--- src/rtl/uart_cmd_pkg.sv ---
// rtl/uart_cmd_pkg.sv - shared opcodes, state encodings and frame constants for the UART command master
package uart_cmd_pkg;

  localparam logic [7:0] CmdWrite = 8'h77;
  localparam logic [7:0] CmdRead  = 8'h72;

  localparam int DataBits  = 8;
  localparam int FrameBits = 10;  // start + 8 data + stop

  typedef enum logic [2:0] {
    IDLE,
    SEND_CMD,
    SEND_ADDR,
    SEND_DATA,
    WAIT_RSP,
    DONE
  } state_e;

  typedef enum logic [1:0] {
    RX_IDLE,
    RX_START,
    RX_DATA,
    RX_STOP
  } rx_phase_e;

endpackage

--- src/rtl/uart_cmd_master_byte_tx.sv ---
// rtl/uart_cmd_master_byte_tx.sv - 8N1 byte serializer; a start on the last stop-bit cycle chains the next byte
module uart_byte_tx
  import uart_cmd_pkg::*;
#(
  parameter int BitCycles = 1154
) (
  input  logic       clk_i,
  input  logic       rst_ni,
  input  logic       start_i,
  input  logic [7:0] byte_i,
  output logic       busy_o,
  output logic       done_o,
  output logic       tx_o
);

  localparam int CntW = (BitCycles > 1) ? $clog2(BitCycles) : 1;
  localparam logic [CntW-1:0] CntLast = CntW'(BitCycles - 1);
  localparam logic [3:0]      BitLast = 4'(FrameBits - 1);

  logic            active_q;
  logic            tx_q;
  logic [CntW-1:0] cnt_q;
  logic [3:0]      bit_q;
  logic [8:0]      shift_q;
  logic            last_cycle;

  assign last_cycle = active_q && (bit_q == BitLast) && (cnt_q == CntLast);
  assign busy_o     = active_q;
  assign done_o     = last_cycle;
  assign tx_o       = tx_q;

  always_ff @(posedge clk_i) begin
    if (!rst_ni) begin
      active_q <= 1'b0;
      tx_q     <= 1'b1;
      cnt_q    <= '0;
      bit_q    <= '0;
      shift_q  <= '0;
    end else if (start_i && (!active_q || last_cycle)) begin
      active_q <= 1'b1;
      tx_q     <= 1'b0;
      cnt_q    <= '0;
      bit_q    <= '0;
      shift_q  <= {1'b1, byte_i};
    end else if (active_q) begin
      if (cnt_q == CntLast) begin
        cnt_q <= '0;
        if (bit_q == BitLast) begin
          active_q <= 1'b0;
          tx_q     <= 1'b1;
        end else begin
          bit_q   <= bit_q + 4'd1;
          tx_q    <= shift_q[0];
          shift_q <= {1'b1, shift_q[8:1]};
        end
      end else begin
        cnt_q <= cnt_q + CntW'(1);
      end
    end
  end

endmodule

--- src/rtl/uart_cmd_master.sv ---
// rtl/uart_cmd_master.sv - issues write/read command frames over UART and collects the one-byte read reply
module uart_cmd_master
  import uart_cmd_pkg::*;
#(
  parameter int ClockFreq     = 133_000_000,
  parameter int BaudRate      = 115200,
  parameter int TimeoutCycles = 2_000_000
) (
  input  logic       i_sys_clk,
  input  logic       i_rst_n,
  input  logic       i_req_valid,
  output logic       o_req_ready,
  input  logic       i_req_write,
  input  logic [7:0] i_req_addr,
  input  logic [7:0] i_req_data,
  output logic       o_done,
  output logic [7:0] o_rsp_data,
  output logic       o_rsp_error,
  output logic       o_busy,
  output logic       o_tx,
  input  logic       i_rx
);

  localparam int UartBitCycles = ClockFreq / BaudRate;
  localparam int HalfBitCycles = UartBitCycles / 2;
  localparam int BitW = (UartBitCycles > 1) ? $clog2(UartBitCycles) : 1;
  localparam int ToW  = $clog2(TimeoutCycles + 1);
  localparam logic [BitW-1:0] BitLast  = BitW'(UartBitCycles - 1);
  localparam logic [BitW-1:0] HalfLast = BitW'(HalfBitCycles - 1);
  localparam logic [ToW-1:0]  ToLast   = ToW'(TimeoutCycles - 1);

  state_e          state_q;
  rx_phase_e       rx_phase_q;
  logic            write_q;
  logic [7:0]      addr_q;
  logic [7:0]      data_q;
  logic            done_q;
  logic [7:0]      rsp_data_q;
  logic            rsp_error_q;
  logic            rx_s1_q;
  logic            rx_s2_q;
  logic            rx_prev_q;
  logic [BitW-1:0] rx_cnt_q;
  logic [2:0]      rx_bits_q;
  logic [7:0]      rx_shift_q;
  logic [ToW-1:0]  to_cnt_q;

  logic       tx_start;
  logic [7:0] tx_byte;
  logic       tx_busy;
  logic       tx_done;
  logic       accept;
  logic       rx_fall;
  logic       start_pending;

  assign o_req_ready   = (state_q == IDLE) && !tx_busy;
  assign accept        = i_req_valid && o_req_ready;
  assign o_busy        = (state_q != IDLE);
  assign o_done        = done_q;
  assign o_rsp_data    = rsp_data_q;
  assign o_rsp_error   = rsp_error_q;
  assign rx_fall       = rx_prev_q && !rx_s2_q;
  assign start_pending = (rx_phase_q == RX_IDLE) || (rx_phase_q == RX_START);

  // Next byte is offered on the serializer's last stop-bit cycle so frames chain with no gap.
  always_comb begin
    tx_start = 1'b0;
    tx_byte  = 8'h00;
    case (state_q)
      IDLE: begin
        tx_start = accept;
        tx_byte  = i_req_write ? CmdWrite : CmdRead;
      end
      SEND_CMD: begin
        tx_start = tx_done;
        tx_byte  = addr_q;
      end
      SEND_ADDR: begin
        tx_start = tx_done && write_q;
        tx_byte  = data_q;
      end
      default: ;
    endcase
  end

  uart_byte_tx #(
    .BitCycles(UartBitCycles)
  ) u_byte_tx (
    .clk_i  (i_sys_clk),
    .rst_ni (i_rst_n),
    .start_i(tx_start),
    .byte_i (tx_byte),
    .busy_o (tx_busy),
    .done_o (tx_done),
    .tx_o   (o_tx)
  );

  always_ff @(posedge i_sys_clk) begin
    if (!i_rst_n) begin
      state_q     <= IDLE;
      rx_phase_q  <= RX_IDLE;
      write_q     <= 1'b0;
      addr_q      <= 8'h00;
      data_q      <= 8'h00;
      done_q      <= 1'b0;
      rsp_data_q  <= 8'h00;
      rsp_error_q <= 1'b0;
      rx_s1_q     <= 1'b1;
      rx_s2_q     <= 1'b1;
      rx_prev_q   <= 1'b1;
      rx_cnt_q    <= '0;
      rx_bits_q   <= '0;
      rx_shift_q  <= 8'h00;
      to_cnt_q    <= '0;
    end else begin
      rx_s1_q   <= i_rx;
      rx_s2_q   <= rx_s1_q;
      rx_prev_q <= rx_s2_q;
      done_q    <= 1'b0;
      case (state_q)
        IDLE: begin
          if (accept) begin
            write_q <= i_req_write;
            addr_q  <= i_req_addr;
            data_q  <= i_req_data;
            state_q <= SEND_CMD;
          end
        end
        SEND_CMD: begin
          if (tx_done) state_q <= SEND_ADDR;
        end
        SEND_ADDR: begin
          if (tx_done) begin
            if (write_q) begin
              state_q <= SEND_DATA;
            end else begin
              state_q    <= WAIT_RSP;
              rx_phase_q <= RX_IDLE;
              rx_cnt_q   <= '0;
              to_cnt_q   <= '0;
            end
          end
        end
        SEND_DATA: begin
          if (tx_done) begin
            state_q     <= DONE;
            done_q      <= 1'b1;
            rsp_data_q  <= 8'h00;
            rsp_error_q <= 1'b0;
          end
        end
        WAIT_RSP: begin
          to_cnt_q <= to_cnt_q + ToW'(1);
          // The timeout only applies until a start bit has been confirmed at mid-bit.
          if (start_pending && (to_cnt_q == ToLast)) begin
            state_q     <= DONE;
            done_q      <= 1'b1;
            rsp_data_q  <= 8'h00;
            rsp_error_q <= 1'b1;
            rx_phase_q  <= RX_IDLE;
          end else begin
            case (rx_phase_q)
              RX_IDLE: begin
                if (rx_fall) begin
                  rx_phase_q <= RX_START;
                  rx_cnt_q   <= '0;
                end
              end
              RX_START: begin
                if (rx_cnt_q == HalfLast) begin
                  rx_cnt_q   <= '0;
                  rx_bits_q  <= '0;
                  rx_phase_q <= rx_s2_q ? RX_IDLE : RX_DATA;
                end else begin
                  rx_cnt_q <= rx_cnt_q + BitW'(1);
                end
              end
              RX_DATA: begin
                if (rx_cnt_q == BitLast) begin
                  rx_cnt_q   <= '0;
                  rx_shift_q <= {rx_s2_q, rx_shift_q[7:1]};
                  rx_bits_q  <= rx_bits_q + 3'd1;
                  if (rx_bits_q == 3'(DataBits - 1)) rx_phase_q <= RX_STOP;
                end else begin
                  rx_cnt_q <= rx_cnt_q + BitW'(1);
                end
              end
              default: begin
                if (rx_cnt_q == BitLast) begin
                  state_q     <= DONE;
                  done_q      <= 1'b1;
                  rsp_data_q  <= rx_shift_q;
                  rsp_error_q <= !rx_s2_q;
                  rx_phase_q  <= RX_IDLE;
                  rx_cnt_q    <= '0;
                end else begin
                  rx_cnt_q <= rx_cnt_q + BitW'(1);
                end
              end
            endcase
          end
        end
        default: begin
          state_q <= IDLE;
        end
      endcase
    end
  end

endmodule

--- config.mk ---
export PLATFORM = sky130hd
export DESIGN_NAME = uart_cmd_master
export DESIGN_NICKNAME = d
export VERILOG_FILES = /design/src/rtl/uart_cmd_pkg.sv /design/src/rtl/uart_cmd_master_byte_tx.sv /design/src/rtl/uart_cmd_master.sv
export SDC_FILE = /design/constraint.sdc
export NUM_CORES = 1
export LEC_CHECK = 0
export CAP_MARGIN = 5
export CORE_ASPECT_RATIO = 1.5
export CORE_MARGIN = 2
export CORE_UTILIZATION = 45
export DETAILED_ROUTE_END_ITERATION = 12
export PLACE_DENSITY = 0.63
export SYNTH_ARGS = -nofsm -noshare
export SYNTH_HDL_FRONTEND = slang
export SYNTH_SLANG_ARGS = --single-unit
--- constraint.sdc ---
create_clock -name i_sys_clk -period 2 [get_ports i_sys_clk]
set_input_delay 0.3 -clock i_sys_clk [delete_from_list [all_inputs] [get_ports i_sys_clk]]
set_output_delay 0.3 -clock i_sys_clk [all_outputs]
set_load 0.02 [all_outputs]
; Word level (Yosys, flattened, before mapping)
; Cells that the tools add are included.
[totals]
register_bits = 104
input_bits = 21
out_inout_bits = 13
word_cells = 155
[op_classes]
addsub = 5
n_eq_ne = 29
muxes = 65
bitwise_logic = 3
n_reduce_logical = 33
[op_table]
columns = operator, n
row1 = two-way mux 11 bit, 7
row2 = one-hot mux 11 bit (2 select lines), 2
row3 = two-way mux 21 bit, 2
row4 = one-hot mux 21 bit (2 select lines), 1
row5 = two-way mux 9 bit, 4
row6 = two-way mux 3 bit, 11
row7 = two-way mux 8 bit, 4
row8 = one-hot mux 8 bit (3 select lines), 1
row9 = adder 11 x 1 -> 11 bit (second input constant), 2
row10 = equality test 11 bit (second input constant), 2
row11 = adder 21 x 1 -> 21 bit (second input constant), 1
row12 = equality test 21 bit (second input constant), 1
row13 = two-way mux 2 bit, 9
row14 = two-way mux 1 bit, 16
row15 = inequality test 2 bit (second input constant), 8
row16 = inequality test 4 bit (second input constant), 4
row17 = one-hot mux 8 bit (2 select lines), 1
row18 = one-hot mux 3 bit (5 select lines), 1
row19 = equality test 11 x 10 -> 1 bit (second input constant), 1
row20 = AND reduction 5 bit, 2
row21 = nonzero test 2 bit, 5
row22 = inequality test 3 bit (second input constant), 3
row23 = AND reduction 3 bit, 3
row24 = logical AND 1 bit, 8
row25 = other kinds (27), 36

; Longest topological paths before layout
; Gate-level depths: netlist of run 1.
[logic_depth]
word_depth = 8
ltp_mapped = 9
mapped_depth_nobuf = 8

; Hierarchy
; Synthesis of run 1 repeated with hierarchy kept, for this count alone.
[hier_totals]
hier_cells = 577
hier_area_um2 = 4977.3
[modules_own_cells]
columns = module, instances, cells_each, area_per_inst_um2, seq_area_each_um2
row1 = uart_cmd_master, 1, 427, 3677.3, 1561.5
row2 = uart_byte_tx, 1, 150, 1300.0, 520.5

; Least setup slack after synthesis of run 1
; Ideal clock, no wire load.
[synth_timing]
path_kind = reg2reg
from = register u_byte_tx.cnt_q[0]
to = register rx_cnt_q[2]
setup_ps = 70
arrival_time_ps = 2163
slack_ps = -234
stages_incl_launch_ff = 8
path_buffers = 0
period_less_slack_ps = 2234
path_cell_list = dfxtp_1 > ha_1 > nor4bb_1 > and4_1 > and2_1 > a31oi_2 > or4b_2 > a21oi_1
[synth_via]
elab_chain_cells = 4
[synth_rtl]
columns = item, line_no
row1 = "start, declared", uart_cmd_master_byte_tx.sv:22  ; logic [CntW-1:0] cnt_q;
row2 = "start signal, assigned", uart_cmd_master_byte_tx.sv:57  ; cnt_q <= cnt_q + CntW'(1);
row3 = equality test 11 bit, uart_cmd_master_byte_tx.sv:27  ; assign last_cycle = active_q && (bit_q == BitLast) && (cnt_q == CntLast);
row4 = logical AND 1 bit, uart_cmd_master_byte_tx.sv:27
row5 = inequality test 2 bit (no line), --
row6 = AND reduction 5 bit (no line), --
row7 = "end signal, assigned", uart_cmd_master.sv:175  ; rx_cnt_q <= rx_cnt_q + BitW'(1);
row8 = "end signal, assigned", uart_cmd_master.sv:185  ; rx_cnt_q <= rx_cnt_q + BitW'(1);
row9 = "end signal, assigned", uart_cmd_master.sv:197  ; rx_cnt_q <= rx_cnt_q + BitW'(1);
row10 = "end, declared", uart_cmd_master.sv:43  ; logic [BitW-1:0] rx_cnt_q;
; No other way between the ends.
; A chain may end at the register's enable or synchronous reset.

; Worst setup path in the final report of run 1
[layout_timing]
from = register u_byte_tx.cnt_q[1]
to = register to_cnt_q[13]
[layout_via]
elab_chain_cells = 4
[layout_rtl]
columns = item, line_no
row1 = equality test 11 bit, uart_cmd_master_byte_tx.sv:27
row2 = logical AND 1 bit, uart_cmd_master_byte_tx.sv:27
row3 = inequality test 2 bit (no line), --
row4 = AND reduction 3 bit (no line), --
row5 = "end signal, assigned", uart_cmd_master.sv:153  ; to_cnt_q <= to_cnt_q + ToW'(1);
row6 = "end, declared", uart_cmd_master.sv:46  ; logic [ToW-1:0] to_cnt_q;
; No other way between the ends.

==> summary.md, run 1 <==
| Metric | Value |
|---|---|
| Share of power burned in registers | `49.6%` |
| DRT Pass-1 Iters | `4` |
| Critical-path cell list | `inv_2 -> ha_4 -> nor4bb_4 -> and4_4 -> buf_6 -> a21oi_4 -> clkbuf_16 -> nor4bb_4 -> xnor2_1 -> nor2_1` |
| Post-synth EDFFs | `0` |
| Unrepaired setup endpoints after global routing | `yes` |
| Clock buffer count from CTS | `9` |
| Slowest stage delay, CP | `0.33 ns` |
| CP Max Fanout | `5` |
| Port-buffer cells | `33` |
| FP Rows | `46` |
| Clock Skew | `0.004877 ns` |
| CTS sink count | `104` |
| First-pass GRT wire length | `19830 um` |
| # hold bufs at CTS | `0` |
| Yosys reg bits | `104` |
| I/O pin cnt | `34` |
| Dpl cell area | `0.005907 sq mm` |
| TNS Setup | `-0.9041 ns` |
| Setup Viol. Count Final | `16` |
| Final core occ | `65.11%` |
| Most frequently used flop master after synthesis | `dfxtp_1` |
| Clock power frac | `41.1%` |
| Max Slew Vio Count | `0` |
| Commonest non-fill, non-tap cells in the layout | `96 x dfxtp_1, 83 x nand2_1, 72 x buf_4, 63 x nor2_1, 32 x a21oi_1` |
| Async SR Flop Fraction | `0%` |
| Finished layout cell area | `0.006895 sq mm` |
| Crit-path slowest cell | `dfxtp_2` |
| Status | `finished, violations left` |
| Synthesized net count | `610` |
| Gate power share | `9.3%` |
| Clock root buffer | `clkbuf_16` |
| Remaining antenna violation count | `0` |
| Worst Path Buf+Inv | `3` |
| Mapped cell area | `0.004881 sq mm` |
| WP data required | `2.24 ns` |
| Top delay family on crit path | `simple AND/OR/NAND/NOR gates` |
| Failing checks | `negative setup slack` |
| Crit path top cell by count | `nor4bb_4` |
| Share of cells above drive strength 1 | `28.74%` |
| Via count | `4564` |
| GP Congestion | `0.8547` |
| Achievable Freq | `472.8 MHz` |
| CP Capture Type | `flip-flop` |
| Die area | `0.01171 sq mm` |
| Post-synthesis area per instance | `8.430 sq um` |
| P_int | `3.304 mW` |
| Leakage power | `2.705 nW` |
| N_diodes | `0` |
| CTS tree | `done` |
| Sw frac | `24.43%` |
| WP data arrival | `2.35 ns` |
| Hold WC Path Type | `flip-flop to flip-flop` |
| DRC | `0` |
| Total global-route track usage | `20.86%` |
| Power density cells | `634.1 mW/mm^2` |
| Clock transition at path regs | `0.07 ns` |
| Worst-margin pin slew | `0.7574 ns` |
| Filler cell count | `897` |
| DP HPWL | `8455 um` |
| Core Region | `0.01059 sq mm` |
| Drt total wl | `12410 um` |
| Worst hold slack | `0.4119 ns` |
| Number of antenna violations at the first check in global routing | `0` |
| Routed WL per cell | `14.90 um` |
| Nets | `715` |
| Min Tclk post-route | `2.115 ns` |
| Die X-Extent | `89.04 um` |
| Die Height | `131.6 um` |
| Final hold violation count | `0` |
| Tot Pwr | `4.372 mW` |
| Largest net degree at the start of global routing | `31` |
| Critical path launch point type | `flip-flop` |
| Avg Vias per Cell | `5.479` |
| Clk buf depth | `2` |
| Setup ws final | `-0.1149 ns` |
| Maxcap violations | `0` |
| Psw | `1.068 mW` |
| Register area share after synthesis | `42.66%` |
| Commonest non-fill, non-tap cell in the layout | `dfxtp_1` |
| Final Cycle Share | `105.7%` |
| Initial Utilization | `46.09%` |
| Peak supply drop | `0.5497 mV` |
| Synthesis warning total | `0` |
| Worst rel slew slack | `49.36%` |
| Clock latency on the worst-skew pair | `0.35 ns` |
| Area growth syn-to-layout | `41.27%` |
| Post-Synthesis Cells | `579` |
| Crit Path Category | `flip-flop to flip-flop` |
| Initial drt markers | `289` |
| Yosys cell types | `59` |
| Htree depth | `3` |
| Total grt overflow | `0` |
| Vias in the first global route | `4385` |
per-stage QoR:
stage	std cells	setup WS [ns]
after floorplan	579	-0.09480
after global placement	805	-0.1417
after detailed placement	805	-0.2292
after CTS	828	-0.07871
after global routing	833	-0.2100
final	833	-0.1149
state kept, by name, summed over array words and instances (netlist names), 8 cells and up:
signal,flops
addr_q,8
data_q,8
o_rsp_data,8
rx_cnt_q,11
rx_shift_q,8
to_cnt_q,21
u_byte_tx.cnt_q,11
u_byte_tx.shift_q,9
worst reg2reg max path: cells and delay by family, from the launching register on:
family                   cells  cell delay [ns]
AND/OR/NAND/NOR              4             0.93
XOR/XNOR                     1             0.19
buffers and inverters        3             0.37
flip-flops                   1             0.33
AO/OA/AOI/OAI                1             0.09
adder cells (fa/ha/maj)      1             0.11
final timing paths:
path / from / end / slack [ns] / cells after the start
hold / removal: rx_s1_q / rx_s2_q / 0.41 / 1
setup reg to reg: u_byte_tx.cnt_q[1] / to_cnt_q[13] / -0.11 / 10
hold reg to reg: rx_s1_q / rx_s2_q / 0.41 / 1
setup / recovery: u_byte_tx.cnt_q[1] / to_cnt_q[13] / -0.11 / 10
Yosys cell counts, types with 2 or more instances:
library cell / n / area share (%)
a211oi_1: 7 / 1.1
a21oi_1: 43 / 4.4
a221o_1: 2 / 0.41
a22o_1: 2 / 0.36
a31oi_1: 2 / 0.26
and3_1: 11 / 1.4
and3_2: 2 / 0.31
and4_1: 5 / 0.90
buf_2: 7 / 0.72
clkbuf_1: 18 / 1.4
clkinv_1: 3 / 0.23
dfxtp_1: 104 / 43
ha_1: 10 / 2.6
inv_1: 9 / 0.69
mux2i_1: 24 / 4.9
nand2_1: 88 / 6.8
nand2b_1: 5 / 0.64
nand3_1: 24 / 2.5
nand3b_1: 5 / 0.77
nand4_1: 10 / 1.3
nand4b_1: 3 / 0.54
nor2_1: 68 / 5.2
nor2_2: 2 / 0.26
nor2b_1: 6 / 0.77
nor3_1: 10 / 1.0
nor3b_1: 2 / 0.31
nor4_1: 6 / 0.77
nor4b_1: 6 / 1.1
nor4bb_1: 3 / 0.62
o2111ai_1: 3 / 0.54
o21ai_0: 22 / 2.3
o221ai_1: 3 / 0.54
o31ai_1: 2 / 0.31
or3_1: 5 / 0.64
xnor2_1: 22 / 3.9
xor2_1: 12 / 2.2
what timing repair did:
action / in CTS / in global routing
pin swaps: 12 / 49
gates cloned: 1 / 3
endpoints found under the setup margin: 50 / 63
setup buffers: 7 / 2
resized for setup: 30 / 97
cells by family (layout without fill, tap and decap cells):
logic type	count (synthesis)	count (layout)	share of synthesized area (%)
adders and majority gates	10	10	2.563
DFF	104	104	42.66
xor gates and xnor gates	34	34	6.101
buffers and inverters	39	149	3.332
AOI/OAI and AO/OA	97	97	12.48
muxes	24	24	4.922
and+or+nand+nor	271	271	27.94
routing by layer:
| metal | vias up | global-route usage [%] | wire [um] |
|---|---|---|---|
| li1 | 2250 | - | - |
| met1 | 2163 | 24.00 | 4953 |
| met2 | 119 | 37.89 | 6681 |
| met3 | 32 | 2.827 | 403 |
| met4 | 0 | 7.629 | 371 |
| met5 | - | 0 | 0 |
power groups by stage:
stage	Sequential, mW	Combinational (mW)	Clock [mW]
2_1_floorplan	2.21	0.215	0
3_3_place_gp	2.21	0.354	0
3_5_place_dp	2.21	0.362	0
4_1_cts	2.17	0.365	1.82
5_1_grt	2.18	0.448	1.92
6_report	2.17	0.407	1.80
cell type report:
cell class	count	area [sq um]	share of cell area [%]
multi-input cells	436	3171	45.98
well taps	144	180.2	2.613
repair buffers	121	1095	15.88
flip-flops and latches	104	2092	30.34
clock inverters	6	76.32	1.107
inverters	12	52.55	0.7621
clock buffers	10	229.0	3.321
Note: power is estimated with default switching activity, not from simulation.
==> inputs of run 2 (changes only) <==
--- a/config.mk
+++ b/config.mk
@@ -13,4 +13,5 @@
 export PLACE_DENSITY = 0.63
 export SYNTH_ARGS = -nofsm -noshare
 export SYNTH_HDL_FRONTEND = slang
+export SYNTH_HIERARCHICAL = 1
 export SYNTH_SLANG_ARGS = --single-unit
==> summary.md, run 2 <==
| Metric | Value |
|---|---|
| Achievable Freq | `460.8 MHz (was 472.8 MHz)` |
| Worst rel slew slack | `66.68% (was 49.36%)` |
| GP Congestion | `0.9242 (was 0.8547)` |
| CP Capture Type | `flip-flop (unchanged)` |
| Core Region | `0.01094 sq mm (was 0.01059 sq mm)` |
| Final hold violation count | `0 (unchanged)` |
| Number of antenna violations at the first check in global routing | `0 (unchanged)` |
| Total global-route track usage | `21.09% (was 20.86%)` |
| Clock buffer count from CTS | `9 (unchanged)` |
| Most frequently used flop master after synthesis | `dfxtp_1 (unchanged)` |
| FP Rows | `47 (was 46)` |
| Tot Pwr | `4.581 mW (was 4.372 mW)` |
| Footprint of the multi-input gates | `0.003207 sq mm (was 0.003171 sq mm)` |
| N_diodes | `0 (unchanged)` |
| Vias in the first global route | `4633 (was 4385)` |
| Clock root buffer | `clkbuf_16 (unchanged)` |
| Place WS | `-0.2497 ns (was -0.2292 ns)` |
| Post-synth EDFFs | `0 (unchanged)` |
| Top cells by area, synth | `dfxtp_1 42%, nand2_1 5.1%, nor2_1 4.8% (was dfxtp_1 43%, nand2_1 6.8%, nor2_1 5.2%)` |
| Total grt overflow | `0 (unchanged)` |
| Commonest non-fill, non-tap cell in the layout | `dfxtp_1 (unchanged)` |
| Maxcap violations | `0 (unchanged)` |
| DRT Pass-1 Iters | `4 (unchanged)` |
| Nets | `727 (was 715)` |
| WP data required | `2.23 ns (was 2.24 ns)` |
| Crit Path Category | `flip-flop to flip-flop (unchanged)` |
| Initial drt markers | `158 (was 289)` |
| Unrepaired setup endpoints after global routing | `yes (unchanged)` |
| First-pass GRT wire length | `20770 um (was 19830 um)` |
| Min Tclk post-route | `2.170 ns (was 2.115 ns)` |
| WP data arrival | `2.40 ns (was 2.35 ns)` |
| Status | `finished, violations left (unchanged)` |
| Biggest regs | `to_cnt_q (21), rx_cnt_q (11), u_byte_tx/cnt_q (11) (was to_cnt_q (21), rx_cnt_q (11), u_byte_tx.cnt_q (11))` |
| CP Max Fanout | `6 (was 5)` |
| Synthesis warning total | `6 (was 0)` |
| Die Height | `132.8 um (was 131.6 um)` |
| Clock Skew | `0.005296 ns (was 0.004877 ns)` |
| Most frequent cell after synthesis | `dfxtp_1 (unchanged)` |
| Max Slew Vio Count | `0 (unchanged)` |
| Setup Viol. Count Final | `64 (was 16)` |
| Power density cells | `645.6 mW/mm^2 (was 634.1 mW/mm^2)` |
| Final Cycle Share | `108.5% (was 105.7%)` |
| Yosys cell types | `64 (was 59)` |
| Port-buffer cells | `33 (unchanged)` |
| Post-synthesis area per instance | `8.626 sq um (was 8.430 sq um)` |
| Synthesized net count | `608 (was 610)` |
| Area growth syn-to-layout | `42.56% (was 41.27%)` |
| Die X-Extent | `89.87 um (was 89.04 um)` |
| Remaining antenna violation count | `0 (unchanged)` |
| Avg Vias per Cell | `5.416 (was 5.479)` |
| Clk buf depth | `2 (unchanged)` |
| Register area share after synthesis | `41.83% (was 42.66%)` |
| Clock latency on the worst-skew pair | `0.34 ns (was 0.35 ns)` |
| Crit-path slowest cell | `dfxtp_4 (was dfxtp_2)` |
| Post-Synthesis Cells | `577 (was 579)` |
| Filler cell count | `923 (was 897)` |
| Hold WC Path Type | `flip-flop to flip-flop (unchanged)` |
| CTS tree | `done (unchanged)` |
| Largest net degree at the start of global routing | `21 (was 31)` |
| Peak supply drop | `0.4551 mV (was 0.5497 mV)` |
| Mapped cell area | `0.004977 sq mm (was 0.004881 sq mm)` |
| FF/Latch Area | `0.002093 sq mm (was 0.002092 sq mm)` |
| Critical path launch point type | `flip-flop (unchanged)` |
| Async SR Flop Fraction | `0% (unchanged)` |
| Drt total wl | `12820 um (was 12410 um)` |
| Final core occ | `64.87% (was 65.11%)` |
| Htree depth | `3 (unchanged)` |
| Setup ws final | `-0.1699 ns (was -0.1149 ns)` |
| Clock transition at path regs | `0.07 ns (about the same)` |
| Routed WL per cell | `15.12 um (was 14.90 um)` |
| Largest register by flop count | `to_cnt_q (unchanged)` |
| CTS sink count | `104 (unchanged)` |
| Leakage power | `2.615 nW (was 2.705 nW)` |
| Share of the synthesized area in the top cell type | `41.83% (was 42.66%)` |
| Commonest non-fill, non-tap cells in the layout | `97 x dfxtp_1, 75 x buf_4, 61 x nand2_1, 54 x nor2_1, 31 x clkdlybuf4s50_1 (was 96 x dfxtp_1, 83 x nand2_1, 72 x buf_4, 63 x nor2_1, 32 x a21oi_1)` |
| Slowest stage delay, CP | `0.35 ns (was 0.33 ns)` |
| Number of flip-flops in the largest register | `21 (unchanged)` |
| Via count | `4593 (was 4564)` |
| Critical-path cell list | `nor4_4 -> nand3_4 -> nor3_4 -> nor2b_4 -> nand3_4 -> buf_12 -> a2111oi_4 -> xnor2_1 -> nor2_2 (was inv_2 -> ha_4 -> nor4bb_4 -> and4_4 -> buf_6 -> a21oi_4 -> clkbuf_16 -> nor4bb_4 -> xnor2_1 -> nor2_1)` |
| Yosys reg bits | `104 (unchanged)` |
| Worst hold slack | `0.4073 ns (was 0.4119 ns)` |
| Initial Utilization | `45.50% (was 46.09%)` |
| Worst-margin pin slew | `0.4998 ns (was 0.7574 ns)` |
| Share of cells above drive strength 1 | `29.53% (was 28.74%)` |
| DP HPWL | `8861 um (was 8455 um)` |
| Failing checks | `negative setup slack (unchanged)` |
| DRC | `0 (unchanged)` |
| Synth cell count leaders | `104 x dfxtp_1, 68 x nand2_1, 64 x nor2_1, 38 x a21oi_1, 23 x nand3_1 (was 104 x dfxtp_1, 88 x nand2_1, 68 x nor2_1, 43 x a21oi_1)` |
| Crit path top cell by count | `nand3_4 (was nor4bb_4)` |
| Die area | `0.01194 sq mm (was 0.01171 sq mm)` |
| I/O pin cnt | `34 (unchanged)` |
| Dominant cell type by area after synthesis | `dfxtp_1 (unchanged)` |
-- run 2: repair_timing --
action | CTS | global route
buffers inserted | 7 | 7
pin swaps | 40 | 30
cloned | 4 | 2
hold buffers | 0 | 0
gates resized for setup | 60 | 49
hold endpoints to repair | 0 | 0
endpoints found under the setup margin | 69 | 81
-- run 2: through the flow --
step	TNS, ns	cell area, sq um	cells
after detailed placement	-9.607	6180	813
final	-5.453	7096	848
after global routing	-14.91	7096	848
after CTS	-4.360	6780	840
after global placement	-7.141	6180	813
after floorplan	-6.105	5186	577
-- run 2: path summary, 6_finish.rpt --
check | start | end | slack (ns) | cells after the start
worst max-delay path | u_byte_tx/cnt_q[9] | rx_cnt_q[9] | -0.17 | 9
worst min register to register | rx_s1_q | rx_s2_q | 0.41 | 1
worst min-delay path | rx_s1_q | rx_s2_q | 0.41 | 1
worst max register to register | u_byte_tx/cnt_q[9] | rx_cnt_q[9] | -0.17 | 9
-- run 2: where the power goes --
group          switching [mW]  internal, mW  total (mW)
Sequential             0.0434          2.14        2.18
Combinational           0.327         0.284       0.611
Clock                   0.747          1.04        1.79
Total                    1.12          3.46        4.58
-- run 2: layout make-up --
class | instances | share of cell area (%)
timing repair buffer | 133 | 17.74
clock inverter | 2 | 0.5290
tap | 147 | 2.592
inverter | 13 | 0.7230
sequential | 104 | 29.50
multi-input combinational | 435 | 45.19
clock buffer | 14 | 3.721
-- run 2: kinds of logic after synthesis --
logic type               after synthesis  share of synthesized area (%)
flip-flops                           104                          41.83
AND/OR/NAND/NOR                      250                          25.34
buffers and inverters                 40                          3.695
XOR/XNOR                              38                          6.687
AO/OA/AOI/OAI                        125                          17.90
adder cells (fa/ha/maj)               10                          2.514
multiplexers                          10                          2.036
-- run 2: critical path, delay by kind of cell, from the launching register on --
family          cells  cell delay, ns
xor+xnor            1            0.17
flops               1            0.35
compound gates      1            0.29
buf+inv             1            0.17
simple gates        6            1.09
-- run 2: metal layers --
| layer | vias to the layer above | GRT usage (%) | part of all wire (%) |
|---|---|---|---|
| met5 | - | 0 | 0 |
| met4 | 0 | 9.060 | 2.8 |
| met3 | 30 | 3.132 | 2.1 |
| met2 | 74 | 41.58 | 56 |
| met1 | 2210 | 21.82 | 39 |
| li1 | 2279 | - | - |
==> inputs of run 3 (changes only) <==
==> constraint.sdc (replaced) <==
create_clock -name i_sys_clk -period 2 [get_ports i_sys_clk]
set_input_delay 0.4 -clock i_sys_clk [delete_from_list [all_inputs] [get_ports i_sys_clk]]
set_output_delay 0.4 -clock i_sys_clk [all_outputs]
set_load 0.02 [all_outputs]
==> summary.md, run 3 (synthesis results as in run 2) <==
| Metric | Value |
|---|---|
| FF/Latch Area | `0.002091 sq mm (was 0.002093 sq mm)` |
| Footprint of the multi-input gates | `0.003284 sq mm (was 0.003207 sq mm)` |
| WHS Endpoint | `rx_s2_q (unchanged)` |
| Maxcap violations | `0 (unchanged)` |
| Initial drt markers | `190 (was 158)` |
| Clock buffer count from CTS | `9 (unchanged)` |
| Worst-margin pin slew | `0.4822 ns (was 0.4998 ns)` |
| TNS Setup | `-4.088 ns (was -5.453 ns)` |
| Hold WC Path Type | `flip-flop to flip-flop (unchanged)` |
| Unrepaired setup endpoints after global routing | `yes (unchanged)` |
| Place WS | `-0.2707 ns (was -0.2497 ns)` |
| WP data arrival | `2.48 ns (was 2.40 ns)` |
| Number of flip-flops in the largest register | `21 (unchanged)` |
| Die Height | `132.8 um (unchanged)` |
| Leakage power | `2.565 nW (was 2.615 nW)` |
| Worst rel slew slack | `67.85% (was 66.68%)` |
| Status | `finished, violations left (unchanged)` |
| Clock Skew | `0.008184 ns (was 0.005296 ns)` |
| I/O pin cnt | `34 (unchanged)` |
| Filler cell count | `911 (was 923)` |
| Max Slew Vio Count | `0 (unchanged)` |
| Final Cycle Share | `110.3% (was 108.5%)` |
| Routed WL per cell | `15.62 um (was 15.12 um)` |
| Htree depth | `3 (unchanged)` |
| Clock root buffer | `clkbuf_16 (unchanged)` |
| FP Rows | `47 (unchanged)` |
| CTS sink count | `104 (unchanged)` |
| Largest register by flop count | `to_cnt_q (unchanged)` |
| Largest net degree at the start of global routing | `21 (unchanged)` |
| Peak supply drop | `0.4359 mV (was 0.4551 mV)` |
| Vias in the first global route | `4591 (was 4633)` |
| Number of antenna violations at the first check in global routing | `0 (unchanged)` |
| CP Capture Type | `flip-flop (unchanged)` |
| Clock transition at path regs | `0.07 ns (about the same)` |
| Hold Path Depth | `1 (unchanged)` |
| Initial Utilization | `45.50% (unchanged)` |
| Nets | `724 (was 727)` |
| First-pass GRT wire length | `21310 um (was 20770 um)` |
| CTS tree | `done (unchanged)` |
| Area growth syn-to-layout | `43.39% (was 42.56%)` |
| N_diodes | `0 (unchanged)` |
| Clock latency on the worst-skew pair | `0.34 ns (about the same)` |
| Total global-route track usage | `21.52% (was 21.09%)` |
| Commonest non-fill, non-tap cell in the layout | `dfxtp_1 (unchanged)` |
| Top delay family on crit path | `simple AND/OR/NAND/NOR gates (unchanged)` |
| Core Region | `0.01094 sq mm (unchanged)` |
| R2R cell count | `9 (unchanged)` |
| Worst hold slack | `0.4116 ns (was 0.4073 ns)` |
| WP data required | `2.28 ns (was 2.23 ns)` |
| Crit Path Category | `flip-flop to flip-flop (unchanged)` |
| Clk buf depth | `2 (unchanged)` |
| Commonest non-fill, non-tap cells in the layout | `97 x dfxtp_1, 75 x buf_4, 62 x nand2_1, 48 x nor2_1, 31 x clkdlybuf4s50_1 (was 97 x dfxtp_1, 75 x buf_4, 61 x nand2_1, 54 x nor2_1, 31 x clkdlybuf4s50_1)` |
| GP Congestion | `0.8976 (was 0.9242)` |
| Final core occ | `65.25% (was 64.87%)` |
| Biggest regs | `to_cnt_q (21), rx_cnt_q (11), u_byte_tx/cnt_q (11) (unchanged)` |
| Worst reg2reg startpoint | `u_byte_tx/cnt_q[5] (was u_byte_tx/cnt_q[9])` |
| Min-delay src | `rx_s1_q (unchanged)` |
| Share of cells above drive strength 1 | `31.38% (was 29.53%)` |
| Drt total wl | `13200 um (was 12820 um)` |
| Critical path launch point type | `flip-flop (unchanged)` |
| DP HPWL | `8979 um (was 8861 um)` |
| Avg Vias per Cell | `5.480 (was 5.416)` |
| Final hold violation count | `0 (unchanged)` |
| Worst Path Buf+Inv | `0 (was 1)` |
| CP Max Fanout | `4 (was 6)` |
| Via count | `4631 (was 4593)` |
| Setup Viol. Count Final | `54 (was 64)` |
| Die X-Extent | `89.87 um (unchanged)` |
| DRC | `0 (unchanged)` |
| Remaining antenna violation count | `0 (unchanged)` |
| Crit-path slowest cell | `or3_4 (was dfxtp_4)` |
| Power density cells | `644.3 mW/mm^2 (was 645.6 mW/mm^2)` |
| # hold bufs at CTS | `0 (unchanged)` |
| DRT Pass-1 Iters | `4 (unchanged)` |
| Achievable Freq | `453.3 MHz (was 460.8 MHz)` |
| Min Tclk post-route | `2.206 ns (was 2.170 ns)` |
| Setup ws final | `-0.2058 ns (was -0.1699 ns)` |
| Critical-path cell list | `nor4b_4 -> nand3_2 -> nor3_4 -> nor2b_4 -> nand3_4 -> a21oi_4 -> nand2_2 -> or3_4 -> a21oi_2 (was nor4_4 -> nand3_4 -> nor3_4 -> nor2b_4 -> nand3_4 -> buf_12 -> a2111oi_4 -> xnor2_1 -> nor2_2)` |
| R2R setup slack | `-0.21 ns (was -0.17 ns)` |
| FF-to-FF End | `to_cnt_q[14] (was rx_cnt_q[9])` |
| Total grt overflow | `0 (unchanged)` |
| Port-buffer cells | `33 (unchanged)` |
| Failing checks | `negative setup slack (unchanged)` |
| Slowest stage delay, CP | `0.35 ns (about the same)` |
| Die area | `0.01194 sq mm (unchanged)` |
-- run 3: per-stage QoR --
step                instance area [sq um]  std cells  power, mW
finish                               7137        845      4.598
global route                         7137        845      4.770
CTS                                  6844        842      4.568
detailed placement                   6192        813      2.729
global placement                     6192        813      2.717
floorplan                            5186        577      2.542
-- run 3: how the worst max path moves through the flow --
| stage | depth (start not counted) | start | slack [ns] | endpoint |
|---|---|---|---|---|
| final | 9 | u_byte_tx/cnt_q[5] | -0.21 | to_cnt_q[14] |
| after global routing | 9 | u_byte_tx/cnt_q[9] | -0.31 | to_cnt_q[14] |
| after CTS | 9 | u_byte_tx/cnt_q[9] | -0.18 | to_cnt_q[19] |
| after detailed placement | 9 | u_byte_tx/cnt_q[8] | -0.27 | to_cnt_q[19] |
| after global placement | 9 | u_byte_tx/cnt_q[8] | -0.21 | to_cnt_q[15] |
| after floorplan | 12 | state_q[0] | -0.21 | u_byte_tx/cnt_q[9] |
-- run 3: layout make-up --
class | count | area share [%]
Clock inverter | 2 | 0.5259
Multi-Input combinational cell | 435 | 46.02
Sequential cell | 104 | 29.30
Clock buffer | 14 | 3.699
Tap cell | 147 | 2.577
Timing Repair Buffer | 130 | 17.13
Inverter | 13 | 0.7539
-- run 3: repair_timing --
action / 4_1_cts / 5_1_grt
buffers inserted: 10 / 5
endpoints found under the hold margin: 0 / 0
gates resized for setup: 58 / 67
gates cloned: 4 / 4
pin swaps: 37 / 46
endpoints found under the setup margin: 67 / 78
-- run 3: per-layer routing --
metal | track usage, % | part of all wire [%] | up-vias
li1 | - | - | 2273
met1 | 22.88 | 39 | 2222
met2 | 41.71 | 55 | 99
met3 | 3.417 | 2.8 | 37
met4 | 8.889 | 3.0 | 0
met5 | 0 | 0 | -
-- run 3: worst register-to-register path, cell delays in order (launching register included) --
cell and delay (ns):
dfxtp_2 0.34, nor4b_4 0.32, nand3_2 0.16, nor3_4 0.20
nor2b_4 0.21, nand3_4 0.13, a21oi_4 0.20, nand2_2 0.09
or3_4 0.35, a21oi_2 0.14
-- run 3: where the power goes --
part | internal (mW) | leakage [nW] | switching (mW)
combinational | 0.287 | 1.58 | 0.339
sequential | 2.14 | 0.847 | 0.0421
clock | 1.04 | 0.143 | 0.749
total | 3.47 | 2.57 | 1.13
